[src/rtl/ks10_ramfile_pkg.sv]
`default_nettype none
// ============================================================================
// Module      : ks10_ramfile_pkg
// Description : Shared constants and state encodings for the RAMFILE
//               controller and its console handshake sub-module.
// Revision    : 1.0 - initial release
// ============================================================================
package ks10_ramfile_pkg;

    localparam int RAMFILE_ADDR_WIDTH = 10;
    localparam int RAMFILE_DATA_WIDTH = 36;
    localparam int RAMFILE_SP_ADDR    = 15;
    localparam logic [RAMFILE_DATA_WIDTH-1:0] RAMFILE_SP_INIT = 36'o777577_030303;

    // Power-up sequencer: INIT clears the RAM, RUN hands it to the requesters.
    typedef enum logic [0:0] {
        INIT = 1'b0,
        RUN  = 1'b1
    } init_state_t;

    // Console handshake: one RAM access per req/ack cycle.
    typedef enum logic [1:0] {
        IDLE = 2'd0,
        PEND = 2'd1,
        DATA = 2'd2,
        DONE = 2'd3
    } con_state_t;

endpackage : ks10_ramfile_pkg
`default_nettype wire

[src/rtl/ramfile_ctl_con.sv]
`default_nettype none
// ============================================================================
// Module      : ramfile_ctl_con
// Description : Console req/ack FSM. Latches the request, waits for a cycle
//               the CPU leaves idle, captures the read data and acks until
//               the request drops.
// Revision    : 1.0 - initial release
// ============================================================================
module ramfile_ctl_con
    import ks10_ramfile_pkg::*;
#(
    parameter int ADDR_WIDTH = RAMFILE_ADDR_WIDTH,
    parameter int DATA_WIDTH = RAMFILE_DATA_WIDTH
) (
    input  logic                  clk,
    input  logic                  rst,
    input  logic                  run,
    input  logic                  cpu_clken,
    input  logic                  con_req,
    input  logic                  con_wr,
    input  logic [ADDR_WIDTH-1:0] con_addr,
    input  logic [DATA_WIDTH-1:0] con_din,
    input  logic [DATA_WIDTH-1:0] ram_dout,
    output logic                  con_ack,
    output logic [DATA_WIDTH-1:0] con_dout,
    output logic                  issue,
    output logic                  lat_wr,
    output logic [ADDR_WIDTH-1:0] lat_addr,
    output logic [DATA_WIDTH-1:0] lat_din
);

    con_state_t            r_state;
    con_state_t            w_next;
    logic                  w_accept;
    logic                  r_wr;
    logic [ADDR_WIDTH-1:0] r_addr;
    logic [DATA_WIDTH-1:0] r_din;
    logic [DATA_WIDTH-1:0] r_dout;

    // Requests are only taken once the RAM has been initialised.
    assign w_accept = (r_state == IDLE) && con_req && run;

    // Console FSM state register.
    always_ff @(posedge clk or posedge rst) begin
        if (rst) begin
            r_state <= IDLE;
        end else begin
            r_state <= w_next;
        end
    end

    // Next-state logic; DONE holds until con_req drops so a held request
    // cannot trigger a second access.
    always_comb begin
        w_next = r_state;
        case (r_state)
            IDLE:    if (w_accept)   w_next = PEND;
            PEND:    if (!cpu_clken) w_next = DATA;
            DATA:                    w_next = DONE;
            DONE:    if (!con_req)   w_next = IDLE;
            default:                 w_next = IDLE;
        endcase
    end

    // Request latches, captured on acceptance.
    always_ff @(posedge clk or posedge rst) begin
        if (rst) begin
            r_wr   <= 1'b0;
            r_addr <= '0;
            r_din  <= '0;
        end else if (w_accept) begin
            r_wr   <= con_wr;
            r_addr <= con_addr;
            r_din  <= con_din;
        end
    end

    // Read data is valid in DATA; capturing at its end keeps a CPU access in
    // the same cycle from disturbing the result.
    always_ff @(posedge clk or posedge rst) begin
        if (rst) begin
            r_dout <= '0;
        end else if (r_state == DATA) begin
            r_dout <= ram_dout;
        end
    end

    assign con_ack  = (r_state == DONE);
    assign con_dout = r_dout;
    assign issue    = (r_state == PEND) && !cpu_clken;
    assign lat_wr   = r_wr;
    assign lat_addr = r_addr;
    assign lat_din  = r_din;

endmodule : ramfile_ctl_con
`default_nettype wire

[src/rtl/ramfile_ctl.sv]
`default_nettype none
// ============================================================================
// Module      : ramfile_ctl
// Description : RAMFILE sequencer and arbiter. Clears the RAM after reset
//               (stack pointer word preset), then gives the CPU absolute
//               priority and the console the idle cycles.
// Revision    : 1.0 - initial release
// ============================================================================
module ramfile_ctl
    import ks10_ramfile_pkg::*;
#(
    parameter int                    ADDR_WIDTH = RAMFILE_ADDR_WIDTH,
    parameter int                    DATA_WIDTH = RAMFILE_DATA_WIDTH,
    parameter int                    SP_ADDR    = RAMFILE_SP_ADDR,
    parameter logic [DATA_WIDTH-1:0] SP_INIT    = RAMFILE_SP_INIT
) (
    input  logic                  clk,
    input  logic                  rst,
    output logic                  busy,
    input  logic                  cpu_clken,
    input  logic                  cpu_wr,
    input  logic [ADDR_WIDTH-1:0] cpu_addr,
    input  logic [DATA_WIDTH-1:0] cpu_din,
    input  logic                  con_req,
    input  logic                  con_wr,
    input  logic [ADDR_WIDTH-1:0] con_addr,
    input  logic [DATA_WIDTH-1:0] con_din,
    output logic                  con_ack,
    output logic [DATA_WIDTH-1:0] con_dout,
    output logic                  ram_clken,
    output logic                  ram_wr,
    output logic [ADDR_WIDTH-1:0] ram_addr,
    output logic [DATA_WIDTH-1:0] ram_din,
    input  logic [DATA_WIDTH-1:0] ram_dout
);

    localparam logic [ADDR_WIDTH-1:0] c_last    = '1;
    localparam logic [ADDR_WIDTH-1:0] c_sp_addr = ADDR_WIDTH'(SP_ADDR);

    init_state_t           r_init_state;
    init_state_t           w_init_next;
    logic [ADDR_WIDTH-1:0] r_cnt;
    logic                  w_run;
    logic                  w_issue;
    logic                  w_lat_wr;
    logic [ADDR_WIDTH-1:0] w_lat_addr;
    logic [DATA_WIDTH-1:0] w_lat_din;

    assign w_run = (r_init_state == RUN);
    assign busy  = (r_init_state == INIT);

    // Init FSM state register.
    always_ff @(posedge clk or posedge rst) begin
        if (rst) begin
            r_init_state <= INIT;
        end else begin
            r_init_state <= w_init_next;
        end
    end

    // Leave INIT right after the write to the last word.
    always_comb begin
        w_init_next = r_init_state;
        if ((r_init_state == INIT) && (r_cnt == c_last)) begin
            w_init_next = RUN;
        end
    end

    // Init address counter; stops at the last word instead of wrapping.
    always_ff @(posedge clk or posedge rst) begin
        if (rst) begin
            r_cnt <= '0;
        end else if ((r_init_state == INIT) && (r_cnt != c_last)) begin
            r_cnt <= r_cnt + 1'b1;
        end
    end

    ramfile_ctl_con #(
        .ADDR_WIDTH (ADDR_WIDTH),
        .DATA_WIDTH (DATA_WIDTH)
    ) u_con (
        .clk       (clk),
        .rst       (rst),
        .run       (w_run),
        .cpu_clken (cpu_clken),
        .con_req   (con_req),
        .con_wr    (con_wr),
        .con_addr  (con_addr),
        .con_din   (con_din),
        .ram_dout  (ram_dout),
        .con_ack   (con_ack),
        .con_dout  (con_dout),
        .issue     (w_issue),
        .lat_wr    (w_lat_wr),
        .lat_addr  (w_lat_addr),
        .lat_din   (w_lat_din)
    );

    // RAM port mux: init writes, then CPU first, console on idle CPU cycles.
    always_comb begin
        ram_clken = 1'b0;
        ram_wr    = 1'b0;
        ram_addr  = '0;
        ram_din   = '0;
        if (!w_run) begin
            ram_clken = 1'b1;
            ram_wr    = 1'b1;
            ram_addr  = r_cnt;
            ram_din   = (r_cnt == c_sp_addr) ? SP_INIT : '0;
        end else if (cpu_clken) begin
            ram_clken = 1'b1;
            ram_wr    = cpu_wr;
            ram_addr  = cpu_addr;
            ram_din   = cpu_din;
        end else if (w_issue) begin
            ram_clken = 1'b1;
            ram_wr    = w_lat_wr;
            ram_addr  = w_lat_addr;
            ram_din   = w_lat_din;
        end
    end

endmodule : ramfile_ctl
`default_nettype wire

[config.mk]
export PLATFORM = sky130hd
export DESIGN_NAME = ramfile_ctl
export DESIGN_NICKNAME = d
export VERILOG_FILES = /design/src/rtl/ks10_ramfile_pkg.sv /design/src/rtl/ramfile_ctl_con.sv /design/src/rtl/ramfile_ctl.sv
export SDC_FILE = /design/constraint.sdc
export NUM_CORES = 1
export LEC_CHECK = 0
export BUFFER_PORTS_ARGS = -buffer_cell sky130_fd_sc_hd__buf_2
export CAP_MARGIN = 30
export CORE_UTILIZATION = 44
export DETAILED_ROUTE_END_ITERATION = 12
export PLACE_DENSITY = 0.73
export SLEW_MARGIN = 20
export SYNTH_ARGS = -nofsm -noshare
export SYNTH_HDL_FRONTEND = slang
export SYNTH_SLANG_ARGS = --single-unit
export TNS_END_PERCENT = 5
[constraint.sdc]
create_clock -name clk -period 5.45 [get_ports clk]
set_clock_uncertainty 0.05 [all_clocks]
set_input_delay 0.545 -clock clk [delete_from_list [all_inputs] [get_ports clk]]
set_output_delay 0.545 -clock clk [all_outputs]
set_load 0.03 [all_outputs]
==> results of run 1 <==
cell families after synthesis:
| kind of cell | Yosys count |
|---|---|
| buffers and inverters | 43 |
| xor gates and xnor gates | 4 |
| DFF | 96 |
| and+or+nand+nor | 144 |
| muxes | 87 |
| AOI/OAI and AO/OA | 89 |
| adders and majority gates | 6 |
through the flow:
step                hold WS, ps  cell area (um2)  instances
floorplan                   429             4870        469
global placement            436             5970        796
detailed placement          441             5970        796
CTS                         110             6200        812
global route                134             6240        815
finish                      110             6240        815
cell usage in the layout, fill, tap and decap left out, types with 2 or more instances in the layout:
| cell type | Yosys | routed |
|---|---|---|
| a21oi_1 | 56 | 56 |
| buf_12 | 0 | 2 |
| buf_2 | 5 | 219 |
| buf_4 | 1 | 5 |
| bufinv_16 | 0 | 2 |
| clkbuf_8 | 1 | 10 |
| clkinv_4 | 0 | 2 |
| clkinvlp_4 | 0 | 2 |
| dfrtp_1 | 96 | 96 |
| ha_1 | 6 | 5 |
| inv_1 | 6 | 4 |
| mux2_2 | 85 | 85 |
| mux2i_1 | 2 | 2 |
| nand2_1 | 55 | 55 |
| nand3_1 | 3 | 2 |
| nand4_1 | 5 | 5 |
| nor2_1 | 72 | 72 |
| o21ai_0 | 9 | 9 |
| o21ai_2 | 20 | 20 |
| xnor2_1 | 3 | 3 |
worst paths after layout:
kind	startpoint	end	slack (ps)	depth (start not counted)
worst max-delay path	r_init_state	ram_clken	1700	4
worst min-delay path	rst	u_con.con_dout[6]	110	2
worst max register to register	r_init_state	r_cnt[9]	2740	4
worst min register to register	u_con.con_dout[6]	u_con.con_dout[6]	460	1
max in group asynchronous	rst	u_con.lat_din[0]	4100	3
min in group clk	ram_dout[19]	u_con.con_dout[19]	350	2
area by class of cell:
type / count / area, um2
fill: 953 / 4550
tap: 140 / 175
clock buffer: 10 / 138
sequential: 96 / 2400
multi-input combinational: 330 / 2230
timing repair buffer: 226 / 1170
antenna: 1 / 2.50
clock inverter: 6 / 92.6
inverter: 6 / 25.0
state kept, by name (all words and copies together), names as in the netlist:
name	cells
u_con.con_dout	36
u_con.lat_addr	10
r_cnt	10
u_con.lat_din	36
r_init_state	1
u_con.r_state	2
u_con.lat_wr	1
report_power, final:
group	switching (mW)	internal (mW)
logic	0.0437	0.0420
clock network	0.250	0.272
registers	0	0.712
total	0.294	1.03
metal layers:
layer | track usage (%) | part of all wire, % | up-vias
met5 | 0 | 0 | -
met4 | 10.4 | 2.6 | 0
met3 | 5.59 | 7.2 | 22
met2 | 35.8 | 50 | 154
met1 | 24.0 | 41 | 1934
li1 | - | - | 2004
cell usage after synthesis (2+ instances only):
cell / number / area [um2]
mux2_2: 85 / 957
o21ai_0: 9 / 45.0
buf_2: 5 / 25.0
inv_1: 6 / 22.5
ha_1: 6 / 75.1
nor2_1: 72 / 270
dfrtp_1: 96 / 2400
a21oi_1: 56 / 280
nand4_1: 5 / 31.3
nand2_1: 55 / 206
o21ai_2: 20 / 175
buf_6: 8 / 90.1
xnor2_1: 3 / 26.3
buf_1: 3 / 11.3
nand3_1: 3 / 15.0
clkbuf_1: 19 / 71.3
mux2i_1: 2 / 20.0
==> results by group, run 1 <==
Status
  – Status: complete, no violations

Finish
  – Layout Nets: 809
  – Area growth syn-to-layout: 28.2%
  – Final core utilization: 57.8%
  – Layout cells sized above 1: 52.7%

Critical path
  – Crit path DAT: 3150 ps
  – Critical path launch point type: register
  – Delay of the slowest critical-path stage: 880 ps
  – Cell Chain, Critical Path: clkinv_1 > buf_4 > or3_1 > buf_2
  – CP bufs+invs: 3
  – Worst setup EP type: output pin
  – Data required time at the worst endpoint: 4860 ps
  – Worst path slowest cell: dfrtp_1
  – CP Max Fanout: 26
  – Critical path class: reg -> out
  – Kind of cell adding the most delay to the critical path: buffers and inverters

Clock network
  – Clk buf depth: 2
  – Post-CTS Resized: 0
  – CTS Buf Count: 9
  – Clk_lat worst skew: 360 ps
  – Clk sinks: 96
  – H-tree depth: 3
  – Hold buffer count at CTS: 0
  – Clock transition at path regs: 100 ps
  – Post-CTS setup buffer count: 0
  – Root Buffer: clkbuf_8
  – CTS tree: built

Floorplan
  – Core ar.: 10,800 um2
  – IO Count: 220
  – Die height: 107 um
  – Initial Util: 45.1%
  – Standard-cell rows: 38
  – Full die area: 11,500 um2
  – Chip width: 107 um

Routing
  – Final WL: 11,900 um
  – DRC Markers: 0
  – Initial drt markers: 169
  – Via density: 5.05
  – WL/cell: 14.6 um
  – First-pass DRT Iterations: 6
  – Routed Antenna Nets: 0
  – Vias post-DR: 4,114

Power
  – Final Power: 1.32 mW
  – Pwr dens: 211 nW/um2
  – Leak: 3.39 nW
  – VDD IR-drop max: 0.000172 V

Global route
  – First-pass GRT wire length: 18,500 um
  – Antenna violations before repair: 2
  – Gr usage total: 20.9%
  – Remaining Overflow, GRT: 0
  – Vias in the first global route: 4,003
  – Largest net degree at the start of global routing: 64

Synth
  – Register area share after synthesis: 49.3%
  – Synth Area in XOR/XNOR: 0.719%
  – Post-synth EDFFs: 0
  – Ys async rst share: 100%
  – Simple-Gate Fraction of Synth Area: 12.4%
  – Largest family of logic cells by synthesized area: multiplexers
  – Syn_nets: 609
  – Area share of fa/ha/maj cells after synthesis: 1.54%
  – Yosys reg bits: 96
  – Ys flop type: dfrtp_1
  – Multiplexer share of the synthesized area: 20.1%
  – Compound-Gate Fraction of Synth Area: 11.0%
  – Distinct cells, synth: 33
  – Synth warn: 0
  – Post-synthesis cell area: 4870 um2
  – Syn Area/Cell: 10.4 um2
  – Mapped Cells: 469

Run
  – Max Cap Viol: 0

Timing
  – Setup Viol. Count Final: 0
  – Period utilisation layout: 68.7%
  – Fin Setup TNS: 0 ps
  – Final min period: 3750 ps
  – Worst setup margin: 1700 ps
  – RSZ-0062 raised after global routing: false
  – Final Max Slew Viols: 0
  – Final hold vios: 0
  – Slew headroom: 41.9%
  – Fmax: 267 MHz
  – Slew @ Worst Pin: 870 ps

Placement
  – Dpl hpwl: 8650 um
  – Pre-CTS setup slack: 2080 ps
  – PortBufs: 219
  – Final GP Congestion: 0.861

Worst hold path
  – Worst min path class: in -> async
Power figures use the tool's default switching activity.
==> run 2, diff against run 1 <==
ABC_AREA = 1   (was default)
clock period = 3.9 ns   (was 5.45 ns; I/O delays follow)
==> results by group, run 2 <==
Status
  – Status: complete, no violations

Clock network
  – Clock transition at path regs: 90 ps (about the same)
  – Post-CTS setup buffer count: 0 (unchanged)
  – Hold buffer count at CTS: 0 (unchanged)
  – CTS tree: built
  – Clk_lat worst skew: 350 ps (about the same)
  – Clk buf depth: 2 (unchanged)
  – CTS Buf Count: 9 (unchanged)
  – H-tree depth: 3 (unchanged)
  – Root Buffer: clkbuf_8
  – Clk sinks: 96 (unchanged)
  – Post-CTS Resized: 0 (unchanged)

Synth
  – Top post-synthesis cells by count: 141 x nand2_1, 96 x dfrtp_1, 61 x mux2_2
  – Share of the synthesized area in the top cell type: 50.5% (+1.2 points)
  – Synth warn: 0 (unchanged)
  – Most numerous cell in the Yosys netlist: nand2_1
  – Ys flop type: dfrtp_1
  – Yosys reg bits: 96 (unchanged)
  – Yosys top cell by area: dfrtp_1
  – Distinct cells, synth: 28 (-15%)
  – Post-synth EDFFs: 0 (unchanged)
  – Mapped Cells: 510 (+8.7%)
  – Syn_nets: 650 (+6.7%)
  – Post-synthesis cell area: 4750 um2 (-2.4%)
  – Register area share after synthesis: 50.5% (+1.2 points)
  – Syn Area/Cell: 9.32 um2 (-10%)
  – Ys async rst share: 100% (unchanged)
  – Top cells by area, synth: dfrtp_1 51%, mux2_2 14%, nand2_1 11%, a21oi_1 4.5%, inv_1 3.2%

Critical path
  – CP Max Fanout: 27 (+3.8%)
  – Crit path DAT: 2540 ps (-610 ps)
  – Delay of the slowest critical-path stage: 530 ps (-350 ps)
  – Critical path class: reg -> out
  – Data required time at the worst endpoint: 3460 ps (-1400 ps)
  – Cell Chain, Critical Path: inv_1 > ha_1 > nand2_1 > inv_2 > nand2_1 > a22oi_1 > buf_2
  – Levels on crit path: 7 (+3)
  – CP bufs+invs: 3 (unchanged)
  – Worst reg2reg path depth: 4 (unchanged)
  – Critical path launch point type: register
  – Worst path slowest cell: inv_2
  – Most used cell, CP: nand2_1
  – Worst setup EP type: output pin
  – Kind of cell adding the most delay to the critical path: buffers and inverters

Routing
  – Initial drt markers: 196 (+16%)
  – Routed Antenna Nets: 0 (unchanged)
  – Via density: 4.94 (-2.1%)
  – Vias post-DR: 4,234 (+2.9%)
  – WL/cell: 14.0 um (-4.1%)
  – DRC Markers: 0 (unchanged)
  – First-pass DRT Iterations: 6 (unchanged)
  – Final WL: 12,000 um (+0.79%)

Floorplan
  – Core ar.: 10,400 um2 (-3.5%)
  – Standard-cell rows: 37 (-2.6%)
  – IO Count: 220 (unchanged)
  – Die height: 106 um (-1.2%)
  – Full die area: 11,200 um2 (-2.3%)
  – Chip width: 106 um (-1.2%)
  – Initial Util: 45.6% (+0.51 points)

Global route
  – Gr usage total: 21.9% (+1.0 points)
  – First-pass GRT wire length: 19,400 um (+4.7%)
  – Vias in the first global route: 4,390 (+9.7%)
  – Antenna violations before repair: 1 (-1)
  – Remaining Overflow, GRT: 0 (unchanged)
  – Largest net degree at the start of global routing: 70 (+9.4%)

Timing
  – Slew headroom: 44.8% (+2.9 points)
  – Period utilisation layout: 76.5%
  – Slew @ Worst Pin: 828 ps (-42.2 ps)
  – Final hold vios: 0 (unchanged)
  – Fmax: 335 MHz
  – Fin Setup TNS: 0 ps (unchanged)
  – Final Max Slew Viols: 0 (unchanged)
  – Worst setup margin: 916 ps (-788 ps)
  – RSZ-0062 raised after global routing: false
  – Setup Viol. Count Final: 0 (unchanged)
  – Final min period: 2980 ps

Run
  – Max Cap Viol: 0 (unchanged)

Power
  – Leak: 3.46 nW (+2.2%)
  – VDD IR-drop max: 0.000458 V (+170%)
  – Pwr dens: 522 nW/um2 (+150%)

Placement
  – Dpl hpwl: 8920 um (+3.2%)
  – Post-place instance area: 5910 um2 (-1.0%)
  – PortBufs: 219 (unchanged)
  – Final GP Congestion: 0.866 (+0.57%)
  – Pre-CTS setup slack: 1270 ps (-810 ps)

Finish
  – Commonest cells after routing, fill and taps aside: 219 x buf_2, 141 x nand2_1, 96 x dfrtp_1, 61 x mux2_2, 43 x a21oi_1
  – Area growth syn-to-layout: 28.5%
  – Design Area, Final: 6110 um2 (-2.2%)
  – Commonest non-fill, non-tap cell in the layout: buf_2
  – Layout cells sized above 1: 43.3% (-9.3 points)
  – Layout Nets: 856 (+5.8%)

Worst hold path
  – Worst min path class: in -> async
[run 2: cell types whose count changed in the layout (fill, tap and decap cells not counted), moves of 3 or more]
cell | before | now
a21oi_1 | 56 | 43
nor2_1 | 72 | 26
xor2_1 | 1 | 5
nand3_1 | 2 | 7
a22o_1 | 0 | 4
inv_2 | 0 | 3
nand2_1 | 55 | 141
mux2_2 | 85 | 61
a22oi_1 | 0 | 8
o21ai_2 | 20 | 1
o21ai_0 | 9 | 24
inv_1 | 4 | 40
[run 2: path summary, 6_finish.rpt]
| check | startpoint | slack (ps) | to |
|---|---|---|---|
| max | u_con.r_state[1] | 920 | ram_addr[5] |
| min | rst | 150 | u_con.con_dout[4] |
| max reg2reg | r_init_state | 1680 | u_con.lat_addr[0] |
| min reg2reg | u_con.lat_addr[1] | 450 | u_con.lat_addr[1] |
| max in group asynchronous | rst | 2750 | u_con.lat_addr[3] |
| min in group clk | con_addr[0] | 210 | u_con.lat_addr[0] |
[run 2: area by class of cell]
class	instances	area, um2
diodes	1	2.50
clock inverters	5	56.3
repair buffers	225	1140
clock buffers	10	138
well taps	136	170
multi-input cells	340	2030
fillers	912	4310
inverters	44	168
flip-flops and latches	96	2400
[run 2: cells by family after synthesis]
family	Yosys count	share of synthesized area (%)
simple gates	185	15.8
flops	96	50.5
compound gates	80	9.24
buf+inv	74	6.79
mux	63	14.9
xor+xnor	6	1.11
fa+ha+maj	6	1.58
[run 2: worst reg2reg max path: cells and delay by family (launching register included)]
kind / cells / cell delay [ps]
buffers and inverters: 2 / 780
AND/OR/NAND/NOR: 1 / 580
multiplexers: 1 / 340
flip-flops: 1 / 360
[run 2: through the flow]
stage               cells  hold WS (ps)  power [mW]  utilization [%]
finish                857           146        3.19             58.6
global route          857           197        3.36             58.6
CTS                   856           169        3.23             58.6
detailed placement    841           432        2.57             56.7
global placement      841           428        2.53             56.7
floorplan             510           415        2.20                -
[run 2: layer usage]
| metal | GRT usage [%] | wire, um |
|---|---|---|
| met3 | 6.68 | 985 |
| met2 | 38.0 | 6000 |
| met1 | 24.4 | 4770 |
| met4 | 10.7 | 236 |
| met5 | 0 | 0 |
[run 2: report_power, final]
part	total (mW)	leakage (nW)	internal (mW)	switching, mW
Combinational	1.24	2.23	0.471	0.769
Clock	0.642	0.0985	0.311	0.332
Sequential	1.31	1.14	1.20	0.105
Total	3.19	3.46	1.98	1.21
